**src/rtl/leaf_skid_stage_if.sv**
```systemverilog
// Valid/ready bundle for leaf_skid_stage.
// The slave side is the stage; the master side drives it.
interface leaf_skid_stage_if #(
  parameter int DATA_W = 8
);
  logic              in_valid;
  logic              in_ready;
  logic [DATA_W-1:0] in_data;
  logic              out_valid;
  logic              out_ready;
  logic [DATA_W-1:0] out_data;
  logic [11:0]       out_tag;
  logic [15:0]       xfer_count;

  modport slave (
    input  in_valid, in_data, out_ready,
    output in_ready, out_valid, out_data,
    output out_tag, xfer_count
  );

  modport master (
    output in_valid, in_data, out_ready,
    input  in_ready, out_valid, out_data,
    input  out_tag, xfer_count
  );
endinterface

```
**src/rtl/leaf_skid_stage.sv**
```systemverilog
// Two-entry registered valid/ready stage.
// Stamps each word with a sequence number and counts output transfers.
module leaf_skid_stage #(
  parameter int          DATA_W  = 8,
  parameter logic [3:0]  NODE_ID = 4'd0
) (
  input logic               clk,
  input logic               rst_n,
  leaf_skid_stage_if.slave  bus
);

  typedef struct packed {
    logic [DATA_W-1:0] data;
    logic [7:0]        seq;
  } ent_t;

  ent_t        head, tail;
  ent_t        head_n, tail_n;
  ent_t        inc;
  logic [1:0]  occ, occ_n;
  logic [7:0]  seq, seq_n;
  logic [15:0] cnt, cnt_n;
  logic        rdy, vld;
  logic        push, pop;

  always_comb begin
    push   = bus.in_valid && rdy;
    pop    = vld && bus.out_ready;
    inc    = '{data: bus.in_data, seq: seq};
    head_n = head;
    tail_n = tail;
    occ_n  = occ;
    unique case (1'b1)
      push && !pop: begin
        if (occ == 2'd0) head_n = inc;
        else             tail_n = inc;
        occ_n = occ + 2'd1;
      end
      pop && !push: begin
        head_n = tail;
        occ_n  = occ - 2'd1;
      end
      push && pop: begin
        // Full-and-both cannot happen: rdy is low at occ 2.
        if (occ == 2'd1) begin
          head_n = inc;
        end else begin
          head_n = tail;
          tail_n = inc;
        end
      end
      default: ;
    endcase
    seq_n = push ? seq + 8'd1 : seq;
    cnt_n = (pop && cnt != 16'hFFFF) ? cnt + 16'd1 : cnt;
  end

  always_ff @(posedge clk) begin
    if (!rst_n) begin
      head <= '0;
      tail <= '0;
      occ  <= 2'd0;
      seq  <= 8'd0;
      cnt  <= 16'd0;
      rdy  <= 1'b1;
      vld  <= 1'b0;
    end else begin
      head <= head_n;
      tail <= tail_n;
      occ  <= occ_n;
      seq  <= seq_n;
      cnt  <= cnt_n;
      rdy  <= (occ_n < 2'd2);
      vld  <= (occ_n != 2'd0);
    end
  end

  assign bus.in_ready   = rdy;
  assign bus.out_valid  = vld;
  assign bus.out_data   = head.data;
  assign bus.out_tag    = {NODE_ID, head.seq};
  assign bus.xfer_count = cnt;

endmodule

```
**src/flat_wrapper.sv**
```systemverilog
// flat-port wrapper written by rule: the top's interface ports become plain ports
module leaf_skid_stage_flat 
#(
  parameter int          DATA_W  = 8,
  parameter logic [3:0]  NODE_ID = 4'd0
)
  (clk, rst_n, bus_in_valid, bus_in_data, bus_out_ready, bus_in_ready, bus_out_valid, bus_out_data, bus_out_tag, bus_xfer_count);
  leaf_skid_stage_if #(.DATA_W(DATA_W)) bus_i ();
  input logic clk;
  input logic rst_n;
  input wire logic [$bits(bus_i.in_valid)-1:0] bus_in_valid;
  input wire logic [$bits(bus_i.in_data)-1:0] bus_in_data;
  input wire logic [$bits(bus_i.out_ready)-1:0] bus_out_ready;
  output wire logic [$bits(bus_i.in_ready)-1:0] bus_in_ready;
  output wire logic [$bits(bus_i.out_valid)-1:0] bus_out_valid;
  output wire logic [$bits(bus_i.out_data)-1:0] bus_out_data;
  output wire logic [$bits(bus_i.out_tag)-1:0] bus_out_tag;
  output wire logic [$bits(bus_i.xfer_count)-1:0] bus_xfer_count;
  assign bus_i.in_valid = bus_in_valid;
  assign bus_i.in_data = bus_in_data;
  assign bus_i.out_ready = bus_out_ready;
  assign bus_in_ready = bus_i.in_ready;
  assign bus_out_valid = bus_i.out_valid;
  assign bus_out_data = bus_i.out_data;
  assign bus_out_tag = bus_i.out_tag;
  assign bus_xfer_count = bus_i.xfer_count;
  leaf_skid_stage #(.DATA_W(DATA_W), .NODE_ID(NODE_ID)) u_core (.clk(clk), .rst_n(rst_n), .bus(bus_i));
endmodule
```
**config.mk**
```make
export PLATFORM = sky130hd
export DESIGN_NAME = leaf_skid_stage_flat
export DESIGN_NICKNAME = d
export VERILOG_FILES = /design/src/rtl/leaf_skid_stage_if.sv /design/src/rtl/leaf_skid_stage.sv /design/src/flat_wrapper.sv
export SDC_FILE = /design/constraint.sdc
export NUM_CORES = 1
export LEC_CHECK = 0
export ABC_AREA = 0
export BUFFER_PORTS_ARGS = -buffer_cell sky130_fd_sc_hd__buf_2
export CORE_MARGIN = 2
export CORE_UTILIZATION = 40
export DETAILED_ROUTE_END_ITERATION = 8
export GPL_TIMING_DRIVEN = 0
export SLEW_MARGIN = 20
export SYNTH_ARGS = -nofsm -noshare
export SYNTH_HDL_FRONTEND = slang
export SYNTH_SLANG_ARGS = --single-unit
export TNS_END_PERCENT = 50
```
**constraint.sdc**
```tcl
create_clock -name clk -period 2.02 [get_ports clk]
set_input_delay 0.101 -clock clk [delete_from_list [all_inputs] [get_ports clk]]
set_output_delay 0.101 -clock clk [all_outputs]
set_load 0.1 [all_outputs]
```
# Yosys cells after proc, flatten, opt, wreduce, memory -nomap -nowiden
# Index checks and enable logic that the tools add are counted.
# W data, S select, Z words.
dict set report classes {
  add_sub_neg 4
  magnitude_cmp 1
  eq_ne 5
  muxes 7
  n_reduce_logical 14
}
# cell count
set ops {}
lappend ops {{$mux W16} 4}
lappend ops {{$pmux W16 S3} 1}
lappend ops {{$pmux W16 S2} 1}
lappend ops {{$add A16 B1 Y16 const B} 1}
lappend ops {{$ne A16 B16 Y1 const B} 1}
lappend ops {{$add A8 B1 Y8 const B} 1}
lappend ops {{$logic_and A1 B1 Y1} 6}
lappend ops {{$ne A2 B2 Y1 const B} 3}
lappend ops {{$pmux W2 S2} 1}
lappend ops {{$reduce_bool A2 Y1} 2}
lappend ops {{$reduce_and A3 Y1} 1}
lappend ops {{$reduce_bool A3 Y1} 1}
lappend ops {{$add A2 B1 Y2 const B} 1}
lappend ops {{$eq A2 B1 Y1 const B} 1}
lappend ops {{$logic_not A1 Y1} 2}
lappend ops {{$logic_not A2 Y1} 1}
lappend ops {{$lt A2 B2 Y1 const B} 1}
lappend ops {{$reduce_and A2 Y1} 1}
lappend ops {{$sub A2 B1 Y2 const B} 1}
dict set report word_totals {
  regBits 60
  inputBits 12
  output_inout_bits 38
}

# Longest topological paths before layout
# Gate-level depths: netlist (run 1).
dict set report depth {
  ltp_word 5
  ltp_mapped 8
  mapped_depth_nobuf 7
}

# Least setup slack after synthesis (run 1)
# No wires, ideal clock.
dict set report synth_path {
  path_kind {reg-to-reg}
  startpoint {register u_core.vld (netlist: u_core.bus.out_valid)}
  endpoint {register u_core.tail[6] in the netlist's numbering}
  setup_time_ns 0.071
  arrival_time_ns 2.521
  required_time_ns 1.949
  setup_slack_ns -0.572
  stages_incl_launch_ff 9
  n_path_buf 1
  path_cell_list {dfxtp_1 -> nand2_1 -> inv_1 -> ha_1 -> nand2_1 -> o211ai_1 -> clkbuf_1 -> nand2_1 -> a21oi_1}
}
dict set report synth_between {
  elab_chain_len 5
  elab_cells_between_ends 9
  cone_classes {eq/ne (2); mux (1); reduce/logical (6)}
}
# element line
set synth_lines {}
lappend synth_lines {{start: declaration} leaf_skid_stage.sv:23} ;# logic rdy, vld;
lappend synth_lines {{start signal: assignment} leaf_skid_stage.sv:74} ;# vld <= (occ_n != 2'd0);
lappend synth_lines {{$logic_and A1 B1 Y1 *} leaf_skid_stage.sv:28} ;# pop = vld && bus.out_ready;
lappend synth_lines {{$logic_not A1 Y1} leaf_skid_stage.sv:34} ;# push && !pop: begin
lappend synth_lines {{$logic_and A1 B1 Y1} leaf_skid_stage.sv:34}
lappend synth_lines {{$ne A2 B2 Y1 (no line) / $reduce_bool A2 Y1 (equally long branches)} --}
lappend synth_lines {{$reduce_and A3 Y1 (no line)} --}
lappend synth_lines {{end signal: assignment} leaf_skid_stage.sv:69} ;# tail <= tail_n;
lappend synth_lines {{end: declaration} leaf_skid_stage.sv:17} ;# ent_t head, tail;
# Mark *: on every way between the ends. The rest lies on a longest branch, timed or not.
# A chain may end at the register's enable or synchronous reset.

# Worst setup path in the final report (run 1)
dict set report layout_path {
  startpoint {register u_core.rdy (netlist: u_core.bus.in_ready)}
  endpoint {register u_core.head (netlist bit u_core.bus.out_tag[3])}
}
dict set report layout_between {
  elab_chain_len 5
  elab_cells_between_ends 9
  cone_classes {eq/ne (1); mux (1); reduce/logical (7)}
}
# element line
set layout_lines {}
lappend layout_lines {{start: declaration} leaf_skid_stage.sv:23}
lappend layout_lines {{start signal: assignment} leaf_skid_stage.sv:73} ;# rdy <= (occ_n < 2'd2);
lappend layout_lines {{$logic_and A1 B1 Y1 *} leaf_skid_stage.sv:27} ;# push = bus.in_valid && rdy;
lappend layout_lines {{named net u_core.push} leaf_skid_stage.sv:24} ;# logic push, pop;
lappend layout_lines {{$logic_not A1 Y1} leaf_skid_stage.sv:39} ;# pop && !push: begin
lappend layout_lines {{$logic_and A1 B1 Y1} leaf_skid_stage.sv:39}
lappend layout_lines {{$reduce_bool A3 Y1 (no line)} --}
lappend layout_lines {{$reduce_and A2 Y1 (no line)} --}
lappend layout_lines {{end signal: assignment} leaf_skid_stage.sv:68} ;# head <= head_n;
lappend layout_lines {{end: declaration} leaf_skid_stage.sv:17}
# The timed path passes the listed nets; every way through them passes the cells marked *.

==> impl_metrics.toml, run 1 <==
[worst_hold_path]
hold_path.class = "in -> reg"

[global_routing]
grt_max_degree = 12
grt_pass1_vias = 2217
grt.total_usage = 0.184
overflow = 0
antenna_found_initial = 0
grt_pass1_wl_um = 10600

[sta]
worst_slack_ns = 0.150
period_share = 0.926
fin_skew_ns = 0.0101
rsz0062_at_grt = "false"
final-hold-violation-count = 0
fmax_ghz = 0.535
slew_viol_final = 0
fin_hold_ws_ns = 0.0101
tightestPinTransition_ns = 0.549
slew_headroom = 0.634
fin_crit_ns = 1.87
setup_viol = 0

[cts]
clk_latency_ns = 0.34
clockBufferDepth = 2
clkSinkCount = 60
cts_inserted_buffers = 9
cts-root-buf = "clkbuf_8"
cts_tree = "built"
clkTransAtPathRegs_ns = 0.07
h-tree-depth = 3

[logic_synthesis]
synth_edf_count = 0
ys_types = 39
avgSynthCellArea_sq_um = 8.52
ys_ff_latch = 60
async_reset_ff_frac = 0
syn_inst = 310
synthFlopType = "dfxtp_1"
synth_area_sq_um = 2640
yosysSeqAreaShare = 0.455
ys_warn_count = 0

[worst_setup_path]
cp_max_fo = 10
cp.arrival_ns = 2.07
worstSetupPathType = "reg -> reg"
crit_required_ns = 2.22
setup.worst_path.end_class = "flip-flop"
startpoint_type = "flip-flop"

[floorplan]
die_x_um = 85.3
fp.coreArea_sq_um = 6390
fp-row-count = 29
die-area_sq_um = 7270
die_h_um = 85.3
start_util = 0.414
pin_count = 50

[route]
drc = 0
wl_per_cell_um = 13.9
vias = 2424
routed_via_density = 5.34
drtAntennaViolNets = 0
drt-initial-drc-count = 103
wl_um = 6310
dr.pass1.iters = 4

[placed_design]
port_buffers = 45
place_ws_ns = -0.408
place.gp.congestion = 0.850
hpwl_um = 4440

[power]
peakVddDrop_uv = 544
p_leak_nw = 1.33
p_per_area_nw_per_um2 = 1050

[cells_and_area]
antenna_cells = 0
final_layout_size_suffix_gt1_frac = 0.271
final_util = 0.515
nNetsFinal = 392
syn2layout_area_growth_pct = 24.5

[job]
max_cap_viol_count = 0

[run_status]
run_status = "finished clean"
==> metal layers <==
| layer | up-vias | wire [um] | global-route usage |
|---|---|---|---|
| met3 | 12 | 235 | 0.0350 |
| met4 | 0 | 142 | 0.0952 |
| met1 | 1130 | 3140 | 0.260 |
| li1 | 1239 | - | - |
| met2 | 43 | 2790 | 0.268 |
| met5 | - | 0 | 0 |
==> path summary, 6_finish.rpt <==
path	from	slack, ns	endpoint	depth (start not counted)
worst max register to register	u_core.bus.in_ready$_SDFF_PN1_	0.15	u_core.bus.out_tag[3]$_SDFFE_PN0P_	8
worst min register to register	u_core.tail[10]$_SDFFE_PN0P_	0.46	u_core.tail[10]$_SDFFE_PN0P_	2
worst min-delay path	bus_in_data[2]	0.01	u_core.tail[10]$_SDFFE_PN0P_	3
worst max-delay path	u_core.bus.in_ready$_SDFF_PN1_	0.15	u_core.bus.out_tag[3]$_SDFFE_PN0P_	8
==> cell families (layout without fill, tap and decap cells) <==
logic type                 count (synthesis)  in the layout  share of synthesized area
DFF                                       60             60                      0.455
xor gates and xnor gates                   7              7                     0.0232
adders and majority gates                  8              8                     0.0379
and+or+nand+nor                          139            139                      0.261
buffers and inverters                     24             88                     0.0402
other                                      1              4                    0.00142
AOI/OAI and AO/OA                         67             67                      0.167
muxes                                      4              4                     0.0152
==> flip-flops by register name, indices dropped and copies added (netlist names) <==
name	flops
u_core.bus.out_valid	1
u_core.seq	8
u_core.bus.in_ready	1
u_core.bus.xfer_count	16
u_core.bus.out_tag	8
u_core.occ	2
u_core.tail	16
u_core.bus.out_data	8
==> synthesized netlist by cell type (5+ instances only) <==
cell type   n  share of area
xor2_1      6          0.020
nor2_1     27          0.038
a21oi_1    30          0.057
nand2b_1    6          0.014
dfxtp_1    60           0.45
o21ai_0     7          0.013
a221oi_1   16          0.053
nor3_1     19          0.036
clkbuf_1   11          0.016
or3_1       5          0.012
inv_1       7         0.0099
nand4_1     8          0.019
nand2_1    56          0.080
ha_1        8          0.038
==> area by class of cell <==
type | count | area, sq um
clock buffers | 10 | 138
well taps | 77 | 96.3
clock inverters | 6 | 86.3
repair buffers | 48 | 253
multi-input cells | 229 | 1370
fillers | 656 | 3100
inverters | 8 | 30.0
flip-flops and latches | 60 | 1220
plain buffers | 16 | 87.6
==> per-stage QoR <==
step                      std cells  power (mW)  setup TNS (ns)  instance area [sq um]
after floorplan                 313        2.08           -1.13                   2680
after global placement          435        2.24           -4.49                   3000
after detailed placement        435        2.25           -5.86                   3000
after CTS                       454        3.48               0                   3260
after global routing            454        3.61               0                   3290
final                           454        3.46               0                   3290
==> repair_timing <==
action | CTS | global route
buffers inserted | 1 | 0
hold buffers | 2 | 0
endpoints found under the setup margin | 21 | 23
hold endpoints to repair | 2 | 0
pin swaps | 1 | 0
gates resized for setup | 6 | 14
==> layout by cell type, fill, tap and decap left out, types with 4 or more instances in the layout <==
cell       n
inv_1      5
and4_1     4
nand2b_1   6
o21ai_0    7
nand2_1   55
dfxtp_1   45
xor2_1     6
nor3_1    19
or3_1      5
or4_1      4
ha_1       6
buf_2     47
clkbuf_8  10
a221oi_1  15
mux2i_1    4
buf_4      5
dfxtp_2   13
nand4_1    8
conb_1     4
clkbuf_1   6
nor2_1    27
a21oi_1   30
==> where the power goes <==
| group | internal (mW) | leakage (nW) | switching [mW] |
|---|---|---|---|
| clock network | 0.726 | 0.109 | 0.490 |
| registers | 1.27 | 0.496 | 0.0564 |
| logic | 0.192 | 0.720 | 0.726 |
==> critical path, stage by stage, from the launching register on <==
cell and delay [ns]:
dfxtp_4 0.35, nand2_1 0.09, inv_2 0.15, ha_4 0.19
nand2_1 0.12, o21a_1 0.21, buf_2 0.23, a221oi_1 0.31
nor3_1 0.07
No activity file was read; power rests on OpenSTA's default activity.
==> run 2: changes to the inputs <==
Settings changed: CORE_UTILIZATION 40 to 25.
==> run 2 against run 1 <==
Wire length increased by 6.0%. Final cell count increased by 13%. Sequential share of layout area decreased by 1.1 points. Via count about the same. Total power increased by 0.37%. Die area increased by 57%. Hold slack improved by 0.0043 ns. Critical path depth unchanged. Combinational power increased by 1%. Global-route usage decreased by 6.2 points.
==> impl_metrics.toml, run 2 (synthesis gave the netlist of run 1 again) <==
[run_status]
run_status = "finished clean"

[route]
vias = 2426
dr.pass1.iters = 4
routed_via_density = 4.72
drt-initial-drc-count = 100
wl_um = 6690
wl_per_cell_um = 13.0
drc = 0
drtAntennaViolNets = 0

[global_routing]
grt.total_usage = 0.123
overflow = 0
antenna_found_initial = 1
grt_pass1_wl_um = 11100
grt_pass1_vias = 2283
grt_max_degree = 13

[cells_and_area]
fillers = 1071
fin_area_sq_um = 3390
final_layout_size_suffix_gt1_frac = 0.280
nNetsFinal = 393
layout_commonest_cell = "nand2_1"
syn2layout_area_growth_pct = 28.1
antenna_cells = 0
final_cell_mix = "nand2_1, buf_2, dfxtp_1"

[worst_setup_path]
cp_max_fo = 10
crit_top_cell = "nand2_1"
path_cells = "nand2_1 > inv_2 > ha_2 > nand2_1 > o21a_2 > buf_2 > a221oi_1 > nor3_1"
cp_slowest_stage_delay_ns = 0.35
slowest_stage = "dfxtp_4"
worstSetupPathType = "reg -> reg"
rrSetupSlack_ns = 0.11
startpoint_type = "flip-flop"
setup.worst_path.end_class = "flip-flop"
crit_required_ns = 2.22
cp.arrival_ns = 2.11

[sta]
tightestPinTransition_ns = 0.596
fin_crit_ns = 1.91
final-hold-violation-count = 0
slew_headroom = 0.603
fin_hold_ws_ns = 0.0144
setup_viol = 0
fin_skew_ns = 0.0148
rsz0062_at_grt = "true"
tns_ns = 0
slew_viol_final = 0
period_share = 0.946
fmax_ghz = 0.523

[floorplan]
die_x_um = 107
die_h_um = 107
start_util = 0.257
pin_count = 50
die-area_sq_um = 11400
fp.coreArea_sq_um = 10300
fp-row-count = 37

[cts]
h-tree-depth = 3
clockBufferDepth = 2
clk_latency_ns = 0.34
cts_inserted_buffers = 9
cts-root-buf = "clkbuf_8"
clkSinkCount = 60
cts_tree = "built"
clkTransAtPathRegs_ns = 0.07

[worst_hold_path]
hold_path.class = "in -> reg"

[power]
p_per_area_nw_per_um2 = 1030
peakVddDrop_uv = 423
p_leak_nw = 1.35

[placed_design]
place.gp.congestion = 0.810
port_buffers = 45
place_area_sq_um = 3070
hpwl_um = 4720

[job]
max_cap_viol_count = 0
## run 2: cell count changes in the layout (fill, tap and decap cells not counted), sizes merged
cell	previous run	this run
clkbuf	20	19
clkinv	1	3
clkinvlp	2	1
dlygate4sd3	2	3
## run 2: metal layers
metal,routed length (um),global-route usage,share of wire,vias up
met4,164,0.0612,0.025,2
met5,13,0,0.0019,-
li1,-,-,-,1243
met1,3270,0.154,0.49,1124
met2,2880,0.187,0.43,46
met3,361,0.0419,0.054,11
## run 2: through the flow
step / total power [mW] / setup WS [ns] / instances / util
floorplan: 2.08 / -0.129 / 313 / -
global route: 3.64 / -0.0306 / 514 / 0.329
global placement: 2.24 / -0.298 / 494 / 0.299
CTS: 3.49 / -0.00155 / 514 / 0.325
detailed placement: 2.25 / -0.389 / 494 / 0.299
finish: 3.48 / 0.108 / 514 / 0.329
## run 2: area by class of cell
cell class	count	area, sq um	share of cell area
repair buffers	49	263	0.0776
clock buffers	9	124	0.0366
flip-flops and latches	60	1220	0.362
well taps	136	170	0.0503
multi-input cells	229	1390	0.411
inverters	8	30.0	0.00887
plain buffers	16	85.1	0.0251
clock inverters	7	98.8	0.0292
## run 2: timing repair
action,4_1_cts,5_1_grt
hold buffers,3,0
resized for setup,6,15
setup buffers,1,0
setup endpoints to repair,21,21
pin swaps,1,0
hold endpoints to repair,3,0
## run 2: final timing paths
path | cells after the start | end | from
setup / recovery | 8 | u_core.bus.out_tag[5]$_SDFFE_PN0P_ | u_core.bus.in_ready$_SDFF_PN1_
hold / removal | 3 | u_core.tail[11]$_SDFFE_PN0P_ | bus_in_data[3]
setup reg to reg | 8 | u_core.bus.out_tag[5]$_SDFFE_PN0P_ | u_core.bus.in_ready$_SDFF_PN1_
hold reg to reg | 2 | u_core.tail[11]$_SDFFE_PN0P_ | u_core.tail[11]$_SDFFE_PN0P_
## run 2: power by group
group | switching (mW) | internal, mW | leakage [nW]
Combinational | 0.732 | 0.194 | 0.740
Sequential | 0.0578 | 1.27 | 0.496
Clock | 0.519 | 0.700 | 0.110
Total | 1.31 | 2.17 | 1.35
## run 2: worst max-delay path: cells and delay by family, from the launching register on
family / cells / cell delay (ns)
fa+ha+maj: 1 / 0.28
flops: 1 / 0.35
buf+inv: 2 / 0.34
simple gates: 3 / 0.32
compound gates: 2 / 0.49
